<file path="config.mk">
export PLATFORM = sky130hd
export DESIGN_NAME = prio_encoder_hs_flat
export DESIGN_NICKNAME = d
export VERILOG_FILES = /design/src/rtl/prio_encoder_hs_if.sv /design/src/rtl/prio_encoder_hs.sv /design/src/flat_wrapper.sv
export SDC_FILE = /design/constraint.sdc
export NUM_CORES = 1
export LEC_CHECK = 0
export ABC_CLOCK_PERIOD_IN_PS = 3400
export CAP_MARGIN = 20
export CORE_AREA = 2 2 39 41
export CTS_CLUSTER_SIZE = 10
export DETAILED_ROUTE_END_ITERATION = 10
export DIE_AREA = 0 0 41 43
export SYNTH_ARGS = -nofsm -noshare
export SYNTH_HDL_FRONTEND = slang
export SYNTH_SLANG_ARGS = --single-unit
</file>
<file path="constraint.sdc">
create_clock -name clk -period 3.4 [get_ports clk]
set_input_delay 0.51 -clock clk [delete_from_list [all_inputs] [get_ports clk]]
set_output_delay 0.51 -clock clk [all_outputs]
set_load 0.05 [all_outputs]
</file>
<file path="src/rtl/prio_encoder_hs_if.sv">
// Handshake bundle for prio_encoder_hs: request side (in_*) and encoded-result side (out_*).
interface prio_encoder_hs_if #(
  parameter int N = 8
);
  localparam int W = (N > 1) ? $clog2(N) : 1;

  logic [N-1:0] in_req;
  logic         in_valid;
  logic         in_ready;
  logic [W-1:0] out_code;
  logic         out_none;
  logic         out_multi;
  logic         out_valid;
  logic         out_ready;

  modport master (
    output in_req, in_valid, out_ready,
    input  in_ready, out_code, out_none, out_multi, out_valid
  );

  modport slave (
    input  in_req, in_valid, out_ready,
    output in_ready, out_code, out_none, out_multi, out_valid
  );
endinterface

</file>
<file path="src/rtl/prio_encoder_hs.sv">
// Registered N-to-log2(N) priority encoder with valid/ready on both sides and a one-entry output register.
// Optional rotating priority enabled by defining PRIO_ENCODER_ROUND_ROBIN_EN; default is fixed highest-index priority.
module prio_encoder_hs #(
  parameter int  N = 8,
  localparam int W = (N > 1) ? $clog2(N) : 1
) (
  input logic              clk,
  input logic              rst_n,
  prio_encoder_hs_if.slave bus
);

  typedef enum logic {EMPTY = 1'b0, FULL = 1'b1} state_t;

  state_t       state_q, state_d;
  logic         in_ready;
  logic         vld_p0;
  logic [W-1:0] code_p0;
  logic         none_p0;
  logic         multi_p0;
  logic [W-1:0] code_p1;
  logic         none_p1;
  logic         multi_p1;
  logic         vld_p1;

  function automatic logic has_multi(input logic [N-1:0] req);
    return (req & (req - N'(1))) != '0;
  endfunction

`ifdef PRIO_ENCODER_ROUND_ROBIN_EN
  // Search upward from last+1 with wrap; N is a power of two so W-bit addition wraps mod N.
  function automatic logic [W-1:0] enc_rr(input logic [N-1:0] req, input logic [W-1:0] last);
    logic [W-1:0] code;
    logic [W-1:0] idx;
    logic         found;
    code  = '0;
    found = 1'b0;
    for (int k = 1; k <= N; k++) begin
      idx = last + k[W-1:0];
      if (!found && req[idx]) begin
        code  = idx;
        found = 1'b1;
      end
    end
    return code;
  endfunction
`else
  function automatic logic [W-1:0] enc_high(input logic [N-1:0] req);
    logic [W-1:0] code;
    code = '0;
    for (int i = 0; i < N; i++)
      if (req[i]) code = i[W-1:0];
    return code;
  endfunction
`endif

  // Stage p0: accept decision and combinational encode of the sampled vector
  assign in_ready = (state_q == EMPTY) || bus.out_ready;
  assign vld_p0   = bus.in_valid && in_ready;
  assign none_p0  = (bus.in_req == '0);
  assign multi_p0 = has_multi(bus.in_req);

`ifdef PRIO_ENCODER_ROUND_ROBIN_EN
  logic [W-1:0] last_grant_q;

  assign code_p0 = enc_rr(bus.in_req, last_grant_q);

  always_ff @(posedge clk or negedge rst_n) begin
    if (!rst_n)
      last_grant_q <= W'(N - 1);
    else if (vld_p0 && !none_p0)
      last_grant_q <= code_p0;
  end
`else
  assign code_p0 = enc_high(bus.in_req);
`endif

  always_ff @(posedge clk or negedge rst_n) begin
    if (!rst_n)
      state_q <= EMPTY;
    else
      state_q <= state_d;
  end

  always_comb begin
    state_d = state_q;
    case (state_q)
      EMPTY:   if (vld_p0) state_d = FULL;
      FULL:    if (bus.out_ready && !vld_p0) state_d = EMPTY;
      default: state_d = EMPTY;
    endcase
  end

  // Stage p1: output register, loaded only on accept so it holds under back-pressure
  always_ff @(posedge clk or negedge rst_n) begin
    if (!rst_n) begin
      code_p1  <= '0;
      none_p1  <= 1'b0;
      multi_p1 <= 1'b0;
    end else if (vld_p0) begin
      code_p1  <= code_p0;
      none_p1  <= none_p0;
      multi_p1 <= multi_p0;
    end
  end

  assign vld_p1        = (state_q == FULL);
  assign bus.in_ready  = in_ready;
  assign bus.out_valid = vld_p1;
  assign bus.out_code  = code_p1;
  assign bus.out_none  = none_p1;
  assign bus.out_multi = multi_p1;

endmodule

</file>
<file path="src/flat_wrapper.sv">
// flat-port wrapper written by rule: the top's interface ports become plain ports
module prio_encoder_hs_flat 
#(
  parameter int  N = 8,
  localparam int W = (N > 1) ? $clog2(N) : 1
)
  (clk, rst_n, bus_in_req, bus_in_valid, bus_out_ready, bus_in_ready, bus_out_code, bus_out_none, bus_out_multi, bus_out_valid);
  prio_encoder_hs_if #(.N(N)) bus_i ();
  input logic clk;
  input logic rst_n;
  input wire logic [$bits(bus_i.in_req)-1:0] bus_in_req;
  input wire logic [$bits(bus_i.in_valid)-1:0] bus_in_valid;
  input wire logic [$bits(bus_i.out_ready)-1:0] bus_out_ready;
  output wire logic [$bits(bus_i.in_ready)-1:0] bus_in_ready;
  output wire logic [$bits(bus_i.out_code)-1:0] bus_out_code;
  output wire logic [$bits(bus_i.out_none)-1:0] bus_out_none;
  output wire logic [$bits(bus_i.out_multi)-1:0] bus_out_multi;
  output wire logic [$bits(bus_i.out_valid)-1:0] bus_out_valid;
  assign bus_i.in_req = bus_in_req;
  assign bus_i.in_valid = bus_in_valid;
  assign bus_i.out_ready = bus_out_ready;
  assign bus_in_ready = bus_i.in_ready;
  assign bus_out_code = bus_i.out_code;
  assign bus_out_none = bus_i.out_none;
  assign bus_out_multi = bus_i.out_multi;
  assign bus_out_valid = bus_i.out_valid;
  prio_encoder_hs #(.N(N)) u_core (.clk(clk), .rst_n(rst_n), .bus(bus_i));
endmodule
</file>
==> metrics list, run 1 <==
* Clock Power Share: 29.8%
- RSZ-0062 raised after global routing: no
* Flip-flop and latch count after synthesis: 6
* Initial antenna violation count: 0
* Min Clock Period, post-route: ~2.4 ns
- Nets in the synthesized netlist: 49
* Net count of the finished layout: 72
* IO Pins: 19
- The cell count after synthesis came out at 37.
- Die boundary width: approximately 41 um
* Largest buffer count on any clock path: 2
- In this design, the largest share of critical-path delay is due to buffers and inverters.
- Summing every instance area after synthesis gives 338 um^2.
- Clock tree synthesis inserted a total of 3 buffers.
- STA classifies the critical path endpoint as an output pin.
- DRT iter0 DRCs: 5
* Count of buffering cells on the critical path with inverters included: 2
- The worst hold path belongs to the class reg -> reg.
- Summed over all nets, the half-perimeter wirelength after detailed placement is slightly below 700 um.
- Final count of negative-setup-slack endpoints: 0
- The most numerous cell type found on the critical path is clkdlybuf4s50_1.
* Wire length of the first global-routing pass: 1440 um
* Period utilisation layout: 71.0%
- Layout fillers: 138
- The flow ran to the end, and the final reports show no timing, DRC or antenna violations.
- Post-cts repair resize count: 0
* Count of final hold-check violations: 0
- Utilization of the core after routing: 40.5%
- Remaining DRCs: 0
* Worst clock skew: 0.000160 ns
- Accumulated negative setup slack: 0 ns
- Std-Cell Rows: 14
- In this run the number of H-tree levels came out at 1.
- Once the floorplan was initialized, standard cells occupied roughly a quarter of the core.
- Port Buf Inserts: 18
* Post-Route WL: 847 um
* Most numerous cell types in the synthesized netlist: 6 x dfrtp_1, 6 x nor3_1, 4 x nand2_1
- Headroom to the max-slew limit: 66.4%
* F_max: 414 MHz
- Number of synthesized flops with an enable pin: 0
- Relative to the synthesized area, the layout overhead comes to 65.9%.
- Count of distinct cell types in the synthesized netlist: 18
- Number of buffers added to fix hold violations after cts: 0
* Pin count of the biggest net entering global routing: 8
- Combinational logic burns 33.8% of the power.
- Of all nets on the critical path, the largest fanout is 4.
- Routability cong.: 0.713
- Vias per cell: ~4.6
- The synthesized design spends more area on one cell type than any other, namely dfrtp_1.
* Global routing usage summed across all routing layers: ~13%
- The via count of the first global-routing pass is 308.
* DIE AREA: 1760 um^2
* Net switching power figure: 0.0734 mW
- STA puts the critical path data required time at 2.89 ns.
- The floorplan step defined a core boundary enclosing 1380 um^2.
- In this run the clock root is driven by a clkbuf_4.
- Leading cell types by total area after synthesis: dfrtp_1 44%, nor3_1 8.9%, maj3_1 5.9%, nand2_1 4.4%, or2b_1 4.4%
* Average cell area after synthesis: 9.13 um^2
- Footprint of the multi-input gates: 184 um^2
- In the final layout, the share of cells above drive strength 1 is 8.62%.
- Power per unit of standard cell area: 397 nW/um^2
- Highest ir drop seen on vdd: 0.151 mV
- By startpoint and endpoint, the worst setup path is classified as in -> out.
- The number of pins with negative max-slew slack in the final report came to 0.
- The analysis attributes to cell leakage a power of between 0.2 and 0.25 nW.
* Total number of vias: 341
- Ordered list of cells on the worst path: clkdlybuf4s50_1, or2b_1, clkdlybuf4s50_1
- 1st-pass router iterations: 4
- The number of antenna diodes in the final layout is 0.
* Clock transition at path regs: 0.05 ns
* Count of maximum capacitance violations: 0
- Syn. warnings: 0
* Async set or reset register ratio after synthesis: between 90% and 100%
- Clock latency on the worst-skew pair: between 0.2 and 0.25 ns
- The synthesized design devotes to its leading area cell type around 44% of total area.
* Proportion of total power due to net switching: 33.0%
- Sink count of the clock tree: 6
- Share of synthesized area occupied by flip-flops and latches: 44.4%
* Residual antenna-violating net count after detailed routing: 0
- In this design, the stage delay of the slowest critical-path cell is 0.81 ns.
* Average wire per standard cell: 11.4 um
* Int Power: 0.149 mW
- Die Y: 43 um
- CP Data Arrival Time: 1.90 ns
- Transition time of the tightest slew-check pin: 0.503 ns
- Primary flip-flop cell chosen by synthesis mapping: dfrtp_1
- Sequential cell area: 150 um^2
* # Post-CTS Setup Buffers: 0
- Clock tree from TritonCTS: done
- STA classifies the critical path startpoint as a primary input.
* Flop pwr share: around 36%
* Residual overflow from global routing: 0
- Slowest stage cell, crit path: clkdlybuf4s50_1
cell type report:
type / instances / area share (%)
multi-input combinational: 30 / 32.8
timing repair buffer: 18 / 32.1
sequential: 6 / 26.8
clock buffer: 3 / 4.02
tap: 16 / 3.57
inverter: 1 / 0.670
power by group through the flow:
stage / sequential (mW) / combinational (mW) / clock [mW]
after floorplan: 0.104 / 0.0181 / 0
after global placement: 0.0820 / 0.0753 / 0
after detailed placement: 0.0821 / 0.0755 / 0
after CTS: 0.0811 / 0.0757 / 0.0712
after global routing: 0.0817 / 0.0808 / 0.0770
final: 0.0811 / 0.0751 / 0.0663
sequential cells by signal, summed over array words and instances, names as in the netlist:
register	count
u_core.bus.out_code	3
u_core.bus.out_multi	1
u_core.bus.out_none	1
u_core.bus.out_valid	1
metal layers:
layer / wire length (um) / GRT usage (%) / vias up
li1: - / - / 179
met1: 372 / 16.9 / 156
met2: 458 / 16.3 / 6
met3: 16 / 6.28 / 0
met4: 0 / 8.00 / 0
met5: 0 / 0 / -
final timing paths:
check	start	end	slack, ns	cells past startpoint
worst max-delay path	bus_out_ready	bus_in_ready	0.99	3
worst min-delay path	u_core.bus.out_code[1]	u_core.bus.out_code[1]	0.48	2
worst min register to register	u_core.bus.out_code[1]	u_core.bus.out_code[1]	0.48	2
min in group asynchronous	rst_n	u_core.bus.out_none	0.51	1
max in group asynchronous	rst_n	u_core.bus.out_multi	2.67	1
worst max register to register	u_core.bus.out_valid	u_core.bus.out_multi	2.11	4
per-stage QoR:
step	power, mW	cell area [um^2]	instances	setup WS [ns]	hold slack (ns)
after floorplan	0.122	338	37	1.61	0.214
after global placement	0.157	538	71	0.993	0.465
after detailed placement	0.158	538	71	0.978	0.473
after CTS	0.228	561	74	0.974	0.484
after global routing	0.240	561	74	0.940	0.503
final	0.223	561	74	0.986	0.481
worst min-delay path, delay by kind of cell, from the launching register on:
family             cells  cell delay [ns]
AOI/OAI and AO/OA      1             0.06
DFF                    1             0.34
and+or+nand+nor        1             0.05
layout by cell type (no fill, tap or decap):
cell type | synthesis | final
a211o_1 | 1 | 1
clkdlybuf4s50_1 | 0 | 18
a21oi_1 | 2 | 2
o21a_1 | 1 | 1
nand2b_1 | 1 | 1
clkbuf_4 | 0 | 3
nor2_1 | 3 | 3
nor3_2 | 1 | 1
dfrtp_1 | 6 | 6
maj3_1 | 2 | 2
o21bai_1 | 1 | 1
nor4_1 | 1 | 1
and2_1 | 1 | 1
o21ai_0 | 2 | 2
or2b_1 | 2 | 2
inv_1 | 1 | 1
a2111oi_0 | 1 | 1
nor3_1 | 6 | 6
or4_4 | 1 | 1
nand2_1 | 4 | 4
kinds of logic (layout without fill, tap and decap cells):
logic type	after synthesis	after routing	synth area share, %
buffers and inverters	1	22	1.11
AO/OA/AOI/OAI	8	8	15.6
AND/OR/NAND/NOR	20	20	33.0
adder cells (fa/ha/maj)	2	2	5.93
flip-flops	6	6	44.4
(Power assumes the default switching activity.)
==> run 2: changes to the inputs <==
--- a/config.mk
+++ b/config.mk
@@ -5,7 +5,7 @@
 export SDC_FILE = /design/constraint.sdc
 export NUM_CORES = 1
 export LEC_CHECK = 0
-export ABC_CLOCK_PERIOD_IN_PS = 3400
+export ABC_CLOCK_PERIOD_IN_PS = 2450
 export CAP_MARGIN = 20
 export CORE_AREA = 2 2 39 41
 export CTS_CLUSTER_SIZE = 10
==> constraint.sdc (replaced) <==
create_clock -name clk -period 2.45 [get_ports clk]
set_input_delay 0.3675 -clock clk [delete_from_list [all_inputs] [get_ports clk]]
set_output_delay 0.3675 -clock clk [all_outputs]
set_load 0.05 [all_outputs]
==> metrics list, run 2 (same netlist as run 1, synthesis figures left out) <==
- The floorplan step defined a die boundary enclosing ~1800 um^2.
- Setup violations remaining at the end of the flow were counted as 0.
- Std-Cell Rows: 14
- Net switching power figure: 0.0974 mW
- Hold repair after CTS inserted 0 buffers.
* Proportion of total power due to net switching: 32.0%
- Post-Route WL: 781 um
- CP Data Arrival Time: 1.40 ns
* Port Buf Inserts: 18
* Clock Root Buffer: clkbuf_4
* Clock Power Share: 29.1%
- Flop pwr share: 37.0%
* # Post-CTS Setup Buffers: 0
- The initial utilization of the core area, before any placement, comes to 24.4%.
* Setup CP Type: reg -> out
* DRT iter0 DRCs: 1
- After layout, the minimum clock period comes to roughly 1.8 ns.
- Setup slack after placement: 0.502 ns
- The clock reaches the later pin of the worst-skew pair after 0.24 ns.
- Metal-1 WL: roughly 320 um
- After layout, the worst setup slack is 0.687 ns.
- The clock drives 6 sinks.
* Highest ir drop seen on vdd: ~0.24 mV
- Largest buffer count on any clock path: 2
- Residual antenna-violating net count after detailed routing: 0
- In the routed design, unresolved DRC markers number 0.
* Average wire per standard cell: 10.6 um
- Initial antenna violation count: 0
* RSZ-0062 raised after global routing: no
- Most common library cell in the layout ignoring fill and taps: clkdlybuf4s50_1
- Wire length of the first global-routing pass: 1370 um
* Worst clock skew: 0.000130 ns
- The register with the most flip-flops in the layout has 3 of them.
* Result of the run: completed
- Die Y: ~43 um
- Max layer used: met4
* H-tree depth: 1
- Hold_ws: 0.379 ns
- The slowest stage of the critical path belongs to the cell clkdlybuf4s50_1.
- TritonCTS built the clock tree.
- Global routing usage summed across all routing layers: 12.2%
- Combinational cell fraction of total power: 34.0%
- Routability-driven placement finished with a final weighted congestion of roughly 0.71.
- The internal power of the cells totals 0.206 mW.
- Pin count of the biggest net entering global routing: 8
- On the worst path, the slowest cell contributes a delay of 0.82 ns.
- Data required time at the worst endpoint: 2.08 ns
* Ordered list of cells on the worst path: clkdlybuf4s50_1
- Vias per cell: 4.57
- The number of gates resized after CTS was 0.
* Largest fanout of any net on the critical path: 2
- Clock transition at path regs: around 0.040 ns
* Fin. max-slew vios: 0
- Counting both buffers and inverters, the worst setup path holds a total of 1.
- The number of antenna diodes in the final layout is 0.
- Adding up every negative setup slack in the final design gives 0 ns.
* Total clock buffers created by CTS: 3
- Of the cells placed in the final design, the portion with a size suffix greater than 1 is 10.3%.
- Count of final hold-check violations: 0
- Worst reg2reg startpoint: u_core.bus.out_valid
* Worst setup SP type: flop
- Residual overflow from global routing: 0
- Detailed routing placed a total of 21 um of wire on met3.
- The path class of the tightest hold or removal check is in -> async.
* Detail Route met2 WL: 434 um
- Tracing the worst setup path back leads to its startpoint at u_core.bus.out_none.
- After layout, the worst path uses 72.0% of the clock period.
- Transition time of the tightest slew-check pin: 0.517 ns
- For this run, the top clock speed supported by timing is 567 MHz.
- The region available for standard cell placement spans 1380 um^2.
* 1st-pass router iterations: 2
- For this design the ratio of total power to cell area is 545 nW/um^2.
* Reported leakage power: 0.213 nW
- Detailed routing inserted a total of 338 vias.
- Via count of the first global-routing pass: 311
* Highest-count cells in the layout ignoring fill and taps: 17 x clkdlybuf4s50_1, 6 x nor3_1, 6 x dfrtp_1
- On the critical path the largest part of the delay comes from buffers and inverters.
- The filler cells instantiated in the layout total 150.
* Count of maximum capacitance violations: 0
- Die boundary width: 41 um
- In the final design database the tool counted 72 nets.
- STA classifies the critical path endpoint as an output pin.
- 19 I/O pins were placed.
- Headroom to the max-slew limit came out at 65.4%.
* Post-synthesis to final-layout area growth: 65.2%
-- run 2: layout make-up --
class / count / area [um^2] / share of cell area, %
sequential: 6 / 150 / 26.9
inverter: 1 / 3.75 / 0.673
timing repair buffer: 18 / 178 / 31.8
multi-input combinational: 30 / 184 / 33.0
tap: 16 / 20.0 / 3.59
clock buffer: 3 / 22.5 / 4.04
-- run 2: per-stage QoR --
| stage | util (%) | instances | cell area (um^2) | total power [mW] |
|---|---|---|---|---|
| 2_1_floorplan | - | 37 | 338 | 0.169 |
| 3_3_place_gp | 38.7 | 71 | 536 | 0.218 |
| 3_5_place_dp | 38.7 | 71 | 536 | 0.218 |
| 4_1_cts | 40.3 | 74 | 558 | 0.310 |
| 5_1_grt | 40.3 | 74 | 558 | 0.323 |
| 6_report | 40.3 | 74 | 558 | 0.304 |
-- run 2: power groups by stage --
stage	clock network, mW	registers [mW]	logic [mW]
global placement	0	0.114	0.104
detailed placement	0	0.114	0.104
global route	0.0982	0.114	0.111
finish	0.0883	0.112	0.103
floorplan	0	0.144	0.0252
CTS	0.0928	0.113	0.104
-- run 2: worst paths after layout --
check | to | slack (ns) | depth (start not counted)
min in group clk | u_core.bus.out_code[1] | 0.48 | 2
max in group asynchronous | u_core.bus.out_multi | 1.85 | 1
worst min-delay path | u_core.bus.out_valid | 0.38 | 1
worst max-delay path | bus_out_none | 0.69 | 1
worst max register to register | u_core.bus.out_multi | 1.16 | 4
worst min register to register | u_core.bus.out_code[1] | 0.48 | 2
-- run 2: metal layers --
layer  vias to the layer above  GRT usage (%)
li1                        184              -
met1                       146           14.3
met2                         6           17.5
met3                         2           6.28
met4                         0           6.00
met5                         -              0
==> run 3: changes to the inputs <==
--- a/config.mk
+++ b/config.mk
@@ -5,7 +5,7 @@
 export SDC_FILE = /design/constraint.sdc
 export NUM_CORES = 1
 export LEC_CHECK = 0
-export ABC_CLOCK_PERIOD_IN_PS = 2450
+export ABC_CLOCK_PERIOD_IN_PS = 1650
 export CAP_MARGIN = 20
 export CORE_AREA = 2 2 39 41
 export CTS_CLUSTER_SIZE = 10
==> constraint.sdc (replaced) <==
create_clock -name clk -period 1.65 [get_ports clk]
set_input_delay 0.2475 -clock clk [delete_from_list [all_inputs] [get_ports clk]]
set_output_delay 0.2475 -clock clk [all_outputs]
set_load 0.05 [all_outputs]
==> metrics list, run 3 (same netlist as run 1, synthesis figures left out) <==
- Post-cts repair resize count: 0
- Element type at the critical path end: flop
- The first routing iteration left 3 violations.
* Transition time of the tightest slew-check pin: 0.351 ns
* CP Data Arrival Time: 1.65 ns
- Hold is met by 0.233 ns.
- Setup CP Type: in -> reg
- For the worst setup path, the data required time is 1.79 ns.
* # Post-CTS Setup Buffers: 0
- The tool flagged a number of max-cap violations equal to 0.
- Kind of path behind the tightest hold check: in -> async
- Total clock buffers created by CTS: 3
- The finished layout holds 83 standard cells, fillers aside.
* Detailed placer's ending HPWL: 721 um
* Initial standard-cell utilization of the core: roughly a quarter
- The critical path goes through clkdlybuf4s50_1, or4_4, nor3_2, nor3_1, a211o_1.
- Worst clock skew: 0.00693 ns
* Largest fanout of any net on the critical path: 2
- Fin. max-slew vios: 0
- Flop pwr share: 34.4%
* Kind of cell adding the most delay to the critical path: simple AND/OR/NAND/NOR gates
- STA classifies the critical path startpoint as a primary input.
- Summed over all nets, the switching power comes to between 0.15 and 0.2 mW.
- Vias per cell: 4.59
* Wire length of the first global-routing pass: 1400 um
- After layout, the minimum clock period comes to 1.51 ns.
- Final count of negative-setup-slack endpoints: 0
- Total number of vias: between 300 and 400
- Power per unit of standard cell area: around 800 nW/um^2
* Number of antenna diodes: 0
* Residual antenna-violating net count after detailed routing: 0
- After detailed placement, the total cell area comes to 583 um^2.
- Slowest stage cell, crit path: or4_4
* Routability cong.: 0.792
- The number of hold-slack violations in the final timing report was 0.
- RSZ-0062 raised after global routing: no
* Result of the run: completed
- Pin count of the biggest net entering global routing: 7
- Post-synthesis to final-layout area growth: 80.4%
- The number of buffers and inverters on the critical path is 1.
- Net count of the finished layout: 80
- Clock tree from TritonCTS: done
- Of the cells placed in the final design, the portion with a size suffix greater than 1 is approximately 33%.
- Dividing the detail-routed wire length by the instance count gives 10.2 um.
- Clock Root Buffer: clkbuf_4
- On the worst path, the slowest cell contributes a delay of 0.54 ns.
- Combinational cell fraction of total power: 33.8%
- CTS built an H-tree with a depth of 1.
- Core area: around 1400 um^2
- The clock passes through at most 2 buffers.
* Total instance count after detailed placement: 79
- The first detailed-routing pass took 2 iterations.
- Sink count of the clock tree: 6
- The analysis attributes to cell leakage a power of 0.255 nW.
* Clock latency on the worst-skew pair: 0.26 ns
- Based on the critical path, the design can be clocked at up to approximately 660 MHz.
* Std-Cell Rows: 14
- The final critical path takes up 91.6% of the cycle.
- Summed over all failing endpoints, the final setup total negative slack is 0 ns.
- DIE AREA: 1760 um^2
- The design draws 0.485 mW.
* Residual overflow from global routing: 0
* Number of buffers added to fix hold violations after cts: 0
- IO Pins: 19
- Headroom to the max-slew limit came out at 76.0%.
- Proportion of total power due to net switching: around 33%
- Die Y: between 40 and 50 um
- Buffers placed on the I/O ports in this run total 18.
* Post-Route WL: 848 um
- After routing the design area is 609 um^2.
* Clock transition at path regs: 0.05 ns
- Int Power: approximately 0.33 mW
- Most common library cell in the layout ignoring fill and taps: buf_4
- The register with the most flip-flops in the layout has 3 of them.
- After detailed routing, the number of remaining DRC violations is 0.
* Highest ir drop seen on vdd: 0.346 mV
* Highest-count cells in the layout ignoring fill and taps: 15 x buf_4, 11 x clkdlybuf4s50_1, 6 x nor3_1
- Clock Power Share: a little under a third
- The via count of the first global-routing pass is about 350.
- Global routing used 12.6% of the available tracks.
- Die boundary width: 41 um
* Initial antenna violation count: 0
-- run 3: path summary, 6_finish.rpt --
kind                                         from                endpoint  slack, ns  depth (start not counted)
max in group asynchronous                   rst_n    u_core.bus.out_valid       1.18                          1
max                                 bus_in_req[1]    u_core.bus.out_multi       0.14                          5
min in group clk           u_core.bus.out_code[1]  u_core.bus.out_code[1]       0.48                          2
min                                         rst_n     u_core.bus.out_none       0.23                          1
min reg2reg                u_core.bus.out_code[1]  u_core.bus.out_code[1]       0.48                          2
max reg2reg                  u_core.bus.out_valid    u_core.bus.out_multi       0.37                          4
-- run 3: layer usage --
metal	vias up	GRT usage, %	part of all wire (%)
li1	194	-	-
met2	8	17.2	50
met3	5	6.28	4.7
met1	174	14.0	42
met5	-	0	0
met4	0	10.0	3.4
-- run 3: layout make-up --
class,instances,area (um^2)
Fill cell,145,774
Timing Repair Buffer,26,223
Multi-Input combinational cell,30,185
Sequential cell,6,151
Clock buffer,4,26.3
Tap cell,16,20.0
Inverter,1,3.75
-- run 3: worst reg2reg max path, cell delays in order (launching register included) --
cell	delay, ns
dfrtp_2	0.35
or2b_2	0.32
nand2_1	0.15
nor3_1	0.07
a211o_1	0.27
-- run 3: power by group through the flow --
stage	sequential, mW	clock [mW]	combinational (mW)
final	0.167	0.154	0.164
after CTS	0.167	0.158	0.166
after global placement	0.169	0	0.165
after global routing	0.169	0.164	0.176
after floorplan	0.214	0	0.0377
after detailed placement	0.169	0	0.166
-- run 3: per-stage QoR --
step,worst slack [ns],util [%]
2_1_floorplan,0.0251,-
3_3_place_gp,-0.120,42.1
3_5_place_dp,-0.137,42.1
4_1_cts,0.129,44.0
5_1_grt,0.0425,44.0
6_report,0.139,44.0
==> edit: new RTL, flow settings as in run 3 <==
`N` is set to 8 in 3 places; all go to 4.
--- a/src/rtl/prio_encoder_hs_if.sv
+++ b/src/rtl/prio_encoder_hs_if.sv
@@ -1,6 +1,6 @@
 // Handshake bundle for prio_encoder_hs: request side (in_*) and encoded-result side (out_*).
 interface prio_encoder_hs_if #(
-  parameter int N = 8
+  parameter int N = 4
 );
   localparam int W = (N > 1) ? $clog2(N) : 1;
 
--- a/src/rtl/prio_encoder_hs.sv
+++ b/src/rtl/prio_encoder_hs.sv
@@ -1,7 +1,7 @@
 // Registered N-to-log2(N) priority encoder with valid/ready on both sides and a one-entry output register.
 // Optional rotating priority enabled by defining PRIO_ENCODER_ROUND_ROBIN_EN; default is fixed highest-index priority.
 module prio_encoder_hs #(
-  parameter int  N = 8,
+  parameter int  N = 4,
   localparam int W = (N > 1) ? $clog2(N) : 1
 ) (
   input logic              clk,
--- a/src/flat_wrapper.sv
+++ b/src/flat_wrapper.sv
@@ -1,7 +1,7 @@
 // flat-port wrapper written by rule: the top's interface ports become plain ports
 module prio_encoder_hs_flat 
 #(
-  parameter int  N = 8,
+  parameter int  N = 4,
   localparam int W = (N > 1) ? $clog2(N) : 1
 )
   (clk, rst_n, bus_in_req, bus_in_valid, bus_out_ready, bus_in_ready, bus_out_code, bus_out_none, bus_out_multi, bus_out_valid);
Ports: changed (resized bus_in_req and bus_out_code); port bits go from 19 to 14. The function was not compared with the original's and may differ.
==> edit against run 3 <==
Power shrank 14%. Area after synthesis shrank 26%. Wire length shrank 37%. Cell area shrank 31%. Count of clock-buffer cells in the layout is the same. Worst setup slack gained 0.040 ns. Core utilization shrank 14 points. Largest power group unchanged. Sequential cell count shrank 1.
==> edit: results (changes against run 3) <==
- Sequential fraction of the synthesis area: 0.503 (+0.0581)
- Vias: 232 (-39%)
- First-pass detailed-route iteration total: 1 (-1)
- Clk slew on worst S/H paths: 0.04 ns
- Ys Warns: 0 (unchanged)
- Post-Synth Adder-Cell Area: 0.0402 (-0.0191)
- Arrival @ worst endpoint: 1.22 ns (-0.43 ns)
- Initial antenna violation count: 0 (unchanged)
- Inserted Clock Buffers: 3 (unchanged)
- Crit path launch: bus_out_ready
- Compound-Gate Fraction of Synth Area: 0.181 (+0.0253)
- Asr flop ratio synth: 1.00 (unchanged)
- Slew headroom: 0.800 (+0.0396)
- Outcome: finished clean
- Post-layout nets: 48 (-40%)
- Syn nets: 30 (-39%)
- FF-to-FF Start: u_core.bus.out_valid$_DFF_PN0_
- Routed wire per std cell: 9.75 µm (-4.6%)
- Share of cells above drive strength 1: 0.308 (-0.0207)
- Diodes inserted: 0 (unchanged)
- Max reg flops: 2 (-1)
- Static Leak: 0.182 nW (-29%)
- Clock skew: 0.00194 ns (-0.00499 ns)
- P_comb: 0.132 mW (-20%)
- Min-delay worst type: in -> async
- Setup TNS: 0 ns (unchanged)
- Synth top area cells: dfrtp_1 (50%), a21oi_1 (6.0%), mux2_4 (6.0%)
- Post-CTS Setup Bufs: 0 (unchanged)
- H-tree levels: 1 (unchanged)
- Cell variety after synth: 14 (-4)
- Post-cts sizing count: 0 (unchanged)
- Vias in the first global route: 205 (-41%)
- Worst-Skew Late Latency: 0.24 ns (-0.02 ns)
- Critical Path Fanout Max: 5 (+3)
- Maximum vdd ir drop: 225 µV (-35%)
- Clock power share: 0.341 (+0.023)
- Top-area cell type share of the netlist area: 0.503 (+0.0581)
- Psw: 0.138 mW (-14%)
- Root buffer cell: clkbuf_4
- RePlAce Congestion: 0.687 (-13%)
- Synth top cells by count: dfrtp_1 (5), a21oi_1 (3), a31oi_1 (2), nor2_1 (2)
- Post-synthesis mux area share: 0.0603 (+0.0603)
- Largest net degree at the start of global routing: 8 (+1)
- Total Routing Usage GR: 0.0817 (-0.0444)
- Number of I/O port buffers: 13 (-5)
- First-pass GRT wire length: 834 µm (-40%)
- CTS Buffer Depth: 2 (unchanged)
- DR iter-0 viols: 0 (-3)
- Post-Synth XOR/XNOR Area: 0 (unchanged)
- HPWL Detailed: 414 µm (-43%)
- FF-to-FF path depth: 3 (-1)
edit: cell count changes after synthesis, moves of 2 or more:
cell | before | now
a31oi_1 | 0 | 2
nand2_1 | 4 | 0
nor3_1 | 6 | 0
o21ai_0 | 2 | 0
edit: per-layer routing:
metal | GRT usage | wire, µm
met5 | 0 | 0
met4 | 0.140 | 45
met3 | 0.0209 | 67
met2 | 0.0875 | 191
met1 | 0.0912 | 232
edit: path summary, 6_finish.rpt:
kind | to | slack (ns)
min in group clk | u_core.bus.out_multi$_DFFE_PN0P_ | 0.50
max in group asynchronous | u_core.bus.out_none$_DFFE_PN0P_ | 1.24
min reg2reg | u_core.bus.out_multi$_DFFE_PN0P_ | 0.50
max reg2reg | u_core.bus.out_none$_DFFE_PN0P_ | 0.62
min | u_core.bus.out_code[1]$_DFFE_PN0P_ | 0.22
max | bus_in_ready | 0.18
edit: cell families after synthesis:
kind of cell,count (synthesis)
AO/OA/AOI/OAI,7
adder cells (fa/ha/maj),1
buffers and inverters,2
flip-flops,5
multiplexers,1
AND/OR/NAND/NOR,6
edit: worst max-delay path, cell delays in order:
cell and delay [ns]:
clkdlybuf4s50_1 0.45, nand2b_1 0.20, buf_4 0.19, buf_12 0.13
edit: area by class of cell:
| class | instances | area [µm²] |
|---|---|---|
| fillers | 154 | 965 |
| repair buffers | 14 | 135 |
| flip-flops and latches | 5 | 125 |
| multi-input cells | 15 | 109 |
| clock buffers | 4 | 26.3 |
| well taps | 16 | 20.0 |
| inverters | 1 | 3.75 |
edit: stage by stage:
step	power (mW)	std cells	setup slack [ns]	cell area, µm²	utilization
floorplan	0.222	22	0.258	249	-
global placement	0.277	51	0.175	393	0.284
detailed placement	0.278	51	0.183	393	0.284
CTS	0.425	55	0.171	419	0.303
global route	0.446	55	0.129	419	0.303
finish	0.417	55	0.179	419	0.303
